--- config.mk ---
export PLATFORM = sky130hd
export DESIGN_NAME = cvxif_copro_responder
export DESIGN_NICKNAME = d
export VERILOG_FILES = /design/src/rtl/cvxif_copro_pkg.sv /design/src/rtl/cvxif_copro_alu.sv /design/src/rtl/cvxif_copro_responder.sv
export SDC_FILE = /design/constraint.sdc
export NUM_CORES = 1
export LEC_CHECK = 0
export BUFFER_PORTS_ARGS = -buffer_cell sky130_fd_sc_hd__buf_4
export CORE_MARGIN = 4
export CORE_UTILIZATION = 23
export DETAILED_ROUTE_END_ITERATION = 7
export PLACE_DENSITY = 0.48
export SYNTH_ARGS = -nofsm -noshare
export SYNTH_HDL_FRONTEND = slang
export SYNTH_SLANG_ARGS = --single-unit
--- constraint.sdc ---
create_clock -name clk_i -period 6.2 [get_ports clk_i]
set_clock_uncertainty 0.1 [all_clocks]
set_input_delay 0.93 -clock clk_i [delete_from_list [all_inputs] [get_ports clk_i]]
set_output_delay 0.93 -clock clk_i [all_outputs]
set_load 0.005 [all_outputs]
--- src/rtl/cvxif_copro_pkg.sv ---
// Shared types for the CV-X-IF custom-0 coprocessor: opcode, op encoding,
// buffer entry layout and the instruction decoder.
package cvxif_copro_pkg;

  localparam int unsigned COPRO_XLEN = 32;
  localparam int unsigned COPRO_ID_W = 4;

  localparam logic [6:0] OPCODE_CUSTOM0 = 7'b0001011;

  // Encoding equals funct3[1:0] of the accepted instructions.
  typedef enum logic [1:0] {
    OP_ADD  = 2'd0,
    OP_XOR  = 2'd1,
    OP_MIN  = 2'd2,
    OP_MINU = 2'd3
  } copro_op_e;

  typedef struct packed {
    logic [COPRO_ID_W-1:0] id;
    logic [4:0]            rd;
    copro_op_e             op;
    logic [COPRO_XLEN-1:0] rs1;
    logic [COPRO_XLEN-1:0] rs2;
    logic                  committed;
    logic                  killed;
  } copro_entry_t;

  typedef struct packed {
    logic      accept;
    logic [4:0] rd;
    copro_op_e op;
  } copro_decode_t;

  function automatic copro_decode_t copro_decode(input logic [31:0] instr);
    copro_decode_t dec;
    dec.accept = (instr[6:0] == OPCODE_CUSTOM0) &&
                 (instr[31:25] == 7'd0) &&
                 (instr[14] == 1'b0);
    dec.rd     = instr[11:7];
    dec.op     = copro_op_e'(instr[13:12]);
    return dec;
  endfunction

endpackage

--- src/rtl/cvxif_copro_alu.sv ---
// Combinational datapath of the coprocessor: one op applied to two operands.
module cvxif_copro_alu
  import cvxif_copro_pkg::*;
#(
  parameter int unsigned XLEN = COPRO_XLEN
) (
  input  copro_op_e         op,
  input  logic [XLEN-1:0]   rs1,
  input  logic [XLEN-1:0]   rs2,
  output logic [XLEN-1:0]   result
);

  always_comb begin
    result = '0;
    case (op)
      OP_ADD:  result = rs1 + rs2;
      OP_XOR:  result = rs1 ^ rs2;
      OP_MIN:  result = ($signed(rs1) < $signed(rs2)) ? rs1 : rs2;
      OP_MINU: result = (rs1 < rs2) ? rs1 : rs2;
      default: result = '0;
    endcase
  end

endmodule

--- src/rtl/cvxif_copro_responder.sv ---
// Responder side of CV-X-IF: decodes custom-0 instructions, holds them in issue
// order until commit/kill, and returns committed results through a registered port.
module cvxif_copro_responder
  import cvxif_copro_pkg::*;
#(
  parameter int unsigned XLEN    = COPRO_XLEN,
  parameter int unsigned IdWidth = COPRO_ID_W,
  parameter int unsigned Depth   = 4
) (
  input  logic               clk_i,
  input  logic               rst_i,
  input  logic               issue_valid_i,
  output logic               issue_ready_o,
  input  logic [31:0]        issue_instr_i,
  input  logic [IdWidth-1:0] issue_id_i,
  input  logic [XLEN-1:0]    issue_rs1_i,
  input  logic [XLEN-1:0]    issue_rs2_i,
  output logic               issue_accept_o,
  output logic               issue_writeback_o,
  input  logic               commit_valid_i,
  input  logic [IdWidth-1:0] commit_id_i,
  input  logic               commit_kill_i,
  output logic               result_valid_o,
  input  logic               result_ready_i,
  output logic [IdWidth-1:0] result_id_o,
  output logic [4:0]         result_rd_o,
  output logic [XLEN-1:0]    result_data_o,
  output logic               result_we_o
);

  localparam int unsigned IdxW = (Depth > 1) ? $clog2(Depth) : 1;
  localparam logic [IdxW:0] PtrOne = {{IdxW{1'b0}}, 1'b1};

  copro_entry_t       entries [Depth];
  logic [Depth-1:0]   entry_valid;
  logic [IdxW:0]      head_ptr;
  logic [IdxW:0]      tail_ptr;
  logic [IdxW-1:0]    head_idx;
  logic [IdxW-1:0]    tail_idx;

  copro_decode_t      dec;
  copro_entry_t       new_entry;
  copro_entry_t       head_entry;
  logic               head_valid;
  logic               full;
  logic               push;
  logic               pop_kill;
  logic               load;
  logic               pop;
  logic [Depth-1:0]   commit_hit;
  logic [XLEN-1:0]    alu_result;

  logic               res_valid;
  logic [IdWidth-1:0] res_id;
  logic [4:0]         res_rd;
  logic [XLEN-1:0]    res_data;

  // Register-source fields are not needed: operands arrive as values.
  logic [9:0]         unused_instr;
  assign unused_instr = issue_instr_i[24:15];

  assign head_idx = head_ptr[IdxW-1:0];
  assign tail_idx = tail_ptr[IdxW-1:0];

  assign dec               = copro_decode(issue_instr_i);
  assign issue_accept_o    = dec.accept;
  assign issue_writeback_o = dec.accept;

  // Full comes only from registered pointers, so a same-cycle pop never frees a slot early.
  assign full          = (head_idx == tail_idx) && (head_ptr[IdxW] != tail_ptr[IdxW]);
  assign issue_ready_o = !full;
  assign push          = issue_valid_i && issue_ready_o && dec.accept;

  always_comb begin
    new_entry           = '0;
    new_entry.id        = issue_id_i;
    new_entry.rd        = dec.rd;
    new_entry.op        = dec.op;
    new_entry.rs1       = issue_rs1_i;
    new_entry.rs2       = issue_rs2_i;
    new_entry.committed = 1'b0;
    new_entry.killed    = 1'b0;
  end

  // Only still-unresolved entries can match, so repeated or stale messages are dropped.
  always_comb begin
    commit_hit = '0;
    for (int i = 0; i < Depth; i++) begin
      commit_hit[i] = commit_valid_i && entry_valid[i] &&
                      !entries[i].committed && !entries[i].killed &&
                      (entries[i].id == commit_id_i);
    end
  end

  assign head_entry = entries[head_idx];
  assign head_valid = entry_valid[head_idx];

  assign pop_kill = head_valid && head_entry.killed;
  assign load     = head_valid && head_entry.committed &&
                    (!res_valid || result_ready_i);
  assign pop      = pop_kill || load;

  cvxif_copro_alu #(
    .XLEN (XLEN)
  ) u_alu (
    .op     (head_entry.op),
    .rs1    (head_entry.rs1),
    .rs2    (head_entry.rs2),
    .result (alu_result)
  );

  always_ff @(posedge clk_i) begin
    if (rst_i) begin
      for (int i = 0; i < Depth; i++) begin
        entries[i] <= '0;
      end
      entry_valid <= '0;
      head_ptr    <= '0;
      tail_ptr    <= '0;
    end else begin
      for (int i = 0; i < Depth; i++) begin
        if (commit_hit[i]) begin
          if (commit_kill_i) begin
            entries[i].killed <= 1'b1;
          end else begin
            entries[i].committed <= 1'b1;
          end
        end
      end
      if (push) begin
        entries[tail_idx]     <= new_entry;
        entry_valid[tail_idx] <= 1'b1;
        tail_ptr              <= tail_ptr + PtrOne;
      end
      if (pop) begin
        entry_valid[head_idx] <= 1'b0;
        head_ptr              <= head_ptr + PtrOne;
      end
    end
  end

  // A load and a drain in the same cycle simply replace the held result.
  always_ff @(posedge clk_i) begin
    if (rst_i) begin
      res_valid <= 1'b0;
      res_id    <= '0;
      res_rd    <= '0;
      res_data  <= '0;
    end else if (load) begin
      res_valid <= 1'b1;
      res_id    <= head_entry.id;
      res_rd    <= head_entry.rd;
      res_data  <= alu_result;
    end else if (res_valid && result_ready_i) begin
      res_valid <= 1'b0;
    end
  end

  assign result_valid_o = res_valid;
  assign result_we_o    = res_valid;
  assign result_id_o    = res_id;
  assign result_rd_o    = res_rd;
  assign result_data_o  = res_data;

endmodule
==> reports/qor.yml <==
min_path:
  worstHoldStart: "result_id_o[1]"
  hold_path_class: "register to register"
place:
  gp_congestion: 0.8778
  post-place-ws_ps: 1131
  placed_cells: 2759
  io_buffers: 145
  dp_hpwl_um: 39550
synth:
  syn_inst: 1604
  yosys_warnings: 0
  seq_area_frac_synth_pct: 53.07
  yosysMostFrequentCell: "and2_1"
  synth_commonest_cells: "and2_1, edfxtp_1, a21oi_1"
  ys_ff_latch: 362
  synth.avg_cell_area_um2: 12.04
  synth_enable_flop_cells: 300
  yosys-top-cells-area: "edfxtp_1, and2_1, mux4_2, dfxtp_1, ha_1"
  synth.largest_area_cell: "edfxtp_1"
  synth-async-reset-ratio_pct: 0
  synth_ff_type: "edfxtp_1"
  synth_cell_types: 81
  syn_area_um2: 19310
  synth_top_area_share_pct: 46.65
  synth_fp_nets: 1786
sta:
  fmax_mhz: 198.2
  fin_tns_setup_ps: 0
  post-route-min-period_ps: 5045
  final-max-slew-violation-count: 0
  rsz0062_at_grt: "false"
  fin_ws_ps: 1155
  finalHoldViolCount: 0
  slew_headroom_pct: 31.15
  worstMarginPinSlew_ps: 1033
  min_period_over_period_pct: 81.37
  finalSetupViolations: 0
cts:
  tritoncts: "yes"
  clkSinkCount: 362
  clkTransAtPathRegs_ps: 70
  cts-buffers-inserted: 42
  cts_buffer_depth: 3
  clkLatencyLatePin_ps: 570
  cts_hold_buf: 0
  cts_repair_resize_count: 0
  cts_setup_buffers: 0
  cts-root-buf: "clkbuf_16"
  htreeDepth: 2
global_route:
  grt_max_degree: 76
  grt_pass1_wl_um: 88760
  overflow: 0
  grt_pass1_vias: 13310
  grt_usage_pct: 13.14
  antenna_found_initial: 5
critical_path:
  cp_max_fo: 30
  crit_path_end_kind: "register"
  cp.required_ps: 6520
  critPathMaxStageDelay_ps: 670
  crit_arrival_ps: 5360
  crit_type: "register to register"
  cp_slowest_cell: "mux4_2"
  path_cells: "buf_12 > mux4_2 > ha_1 > inv_1 > o31ai_1 > a22oi_1 > or4b_1 > or2_1 > xnor2_4 > buf_4 > mux2_2 > a211oi_1 > nor3_1"
  start_kind: "register"
pwr:
  vdd_ir_drop_max_v: 0.0001486
  leakage_nw: 8.475
  p_per_area_nw_per_um2: 237.1
drt:
  vias_per_cell: 4.591
  first_pass_iters: 7
  drt-total-wl_um: 59270
  drt-initial-drc-count: 927
  drtAntennaViolNets: 0
  wire_per_inst_um: 20.89
  vias: 13030
  drc: 0
finish:
  nNetsFinal: 1905
  area_growth_syn_to_layout_pct: 19.07
  fillers: 8631
  multi_input_area_um2: 8432
  seqCellArea_um2: 10260
  drive_gt1_share_pct: 19.95
  instances_no_fill: 2837
floorplan:
  pin_count: 156
  dieHeight_um: 297.8
  start_util_pct: 23.15
  rows: 106
  die_width_um: 297.8
  die-area_um2: 88670
  core-area_um2: 83420
status:
  status: "completed"
job:
  drv_cap: 0
## kinds of logic after synthesis
family	Yosys count	synth area share, %
AND/OR/NAND/NOR	584	16.71
flip-flops	362	53.07
buffers and inverters	167	3.609
AO/OA/AOI/OAI	259	8.759
multiplexers	109	10.70
XOR/XNOR	51	2.449
adder cells (fa/ha/maj)	72	4.704
## cell type report
type,instances,area share [%]
well taps,1080,5.876
multi-input cells,1075,36.67
inverters,69,1.126
clock buffers,52,4.913
flip-flops and latches,362,44.61
repair buffers,173,6.029
diodes,3,0.03265
clock inverters,23,0.7509
## stage by stage
step                      power, mW  area, um^2  util [%]  hold WS (ps)
after global routing          5.667       22990     27.56         388.4
after CTS                     5.531       22990     27.56         359.3
final                         5.453       23000     27.57         358.6
after detailed placement      3.121       21690     26.00         351.6
after global placement        3.114       21690     26.00         351.2
after floorplan               2.964       19310         -         349.5
## sequential cells by signal, indices dropped and copies added (netlist names), named ones only
register / flops
entries: 308
result_data_o: 32
result_rd_o: 5
entry_valid: 4
result_id_o: 4
head_ptr: 3
tail_ptr: 3
result_valid_o: 1
## placed cells by master (no fill, tap or decap), types with 10 or more instances in the layout
cell type	instances
nand3_1	30
a221oi_1	11
a21oi_1	89
nor2_1	83
mux2_2	15
and2_1	302
mux2i_1	17
xor2_1	21
a211oi_1	19
inv_1	68
nor3_1	21
dfxtp_1	60
ha_1	71
clkbuf_16	43
o21ai_0	47
a31oi_1	10
nand2_1	70
nor4_1	14
mux4_2	76
edfxtp_1	300
xnor2_1	28
buf_4	166
## routing by layer
| metal | vias up | part of all wire (%) | GRT usage (%) | wire length [um] |
|---|---|---|---|---|
| met3 | 51 | 6.2 | 2.791 | 3687 |
| met1 | 6470 | 47 | 18.49 | 27590 |
| met4 | 4 | 1.3 | 2.641 | 776 |
| met2 | 380 | 46 | 20.97 | 27190 |
| met5 | - | 0.035 | 0 | 21 |
| li1 | 6120 | - | - | - |
## report_power, final
group / internal (mW) / switching [mW] / leakage [nW]
registers: 2.69 / 0.0179 / 3.56
clock network: 1.38 / 1.01 / 0.640
logic: 0.135 / 0.218 / 4.27
total: 4.21 / 1.25 / 8.47
## critical path, delay by kind of cell, from the launching register on
kind / cells / cell delay [ps]
xor+xnor: 1 / 520
fa+ha+maj: 1 / 410
compound gates: 3 / 630
simple gates: 3 / 1080
flops: 1 / 370
mux: 2 / 1010
buf+inv: 3 / 750
## worst paths after layout
path,endpoint,slack [ps],depth (start not counted)
worst min-delay path,result_id_o[1],360,2
worst min register to register,result_id_o[1],360,2
worst max-delay path,result_data_o[20],1150,13
worst max register to register,result_data_o[20],1150,13
Power figures use the tool's default switching activity.
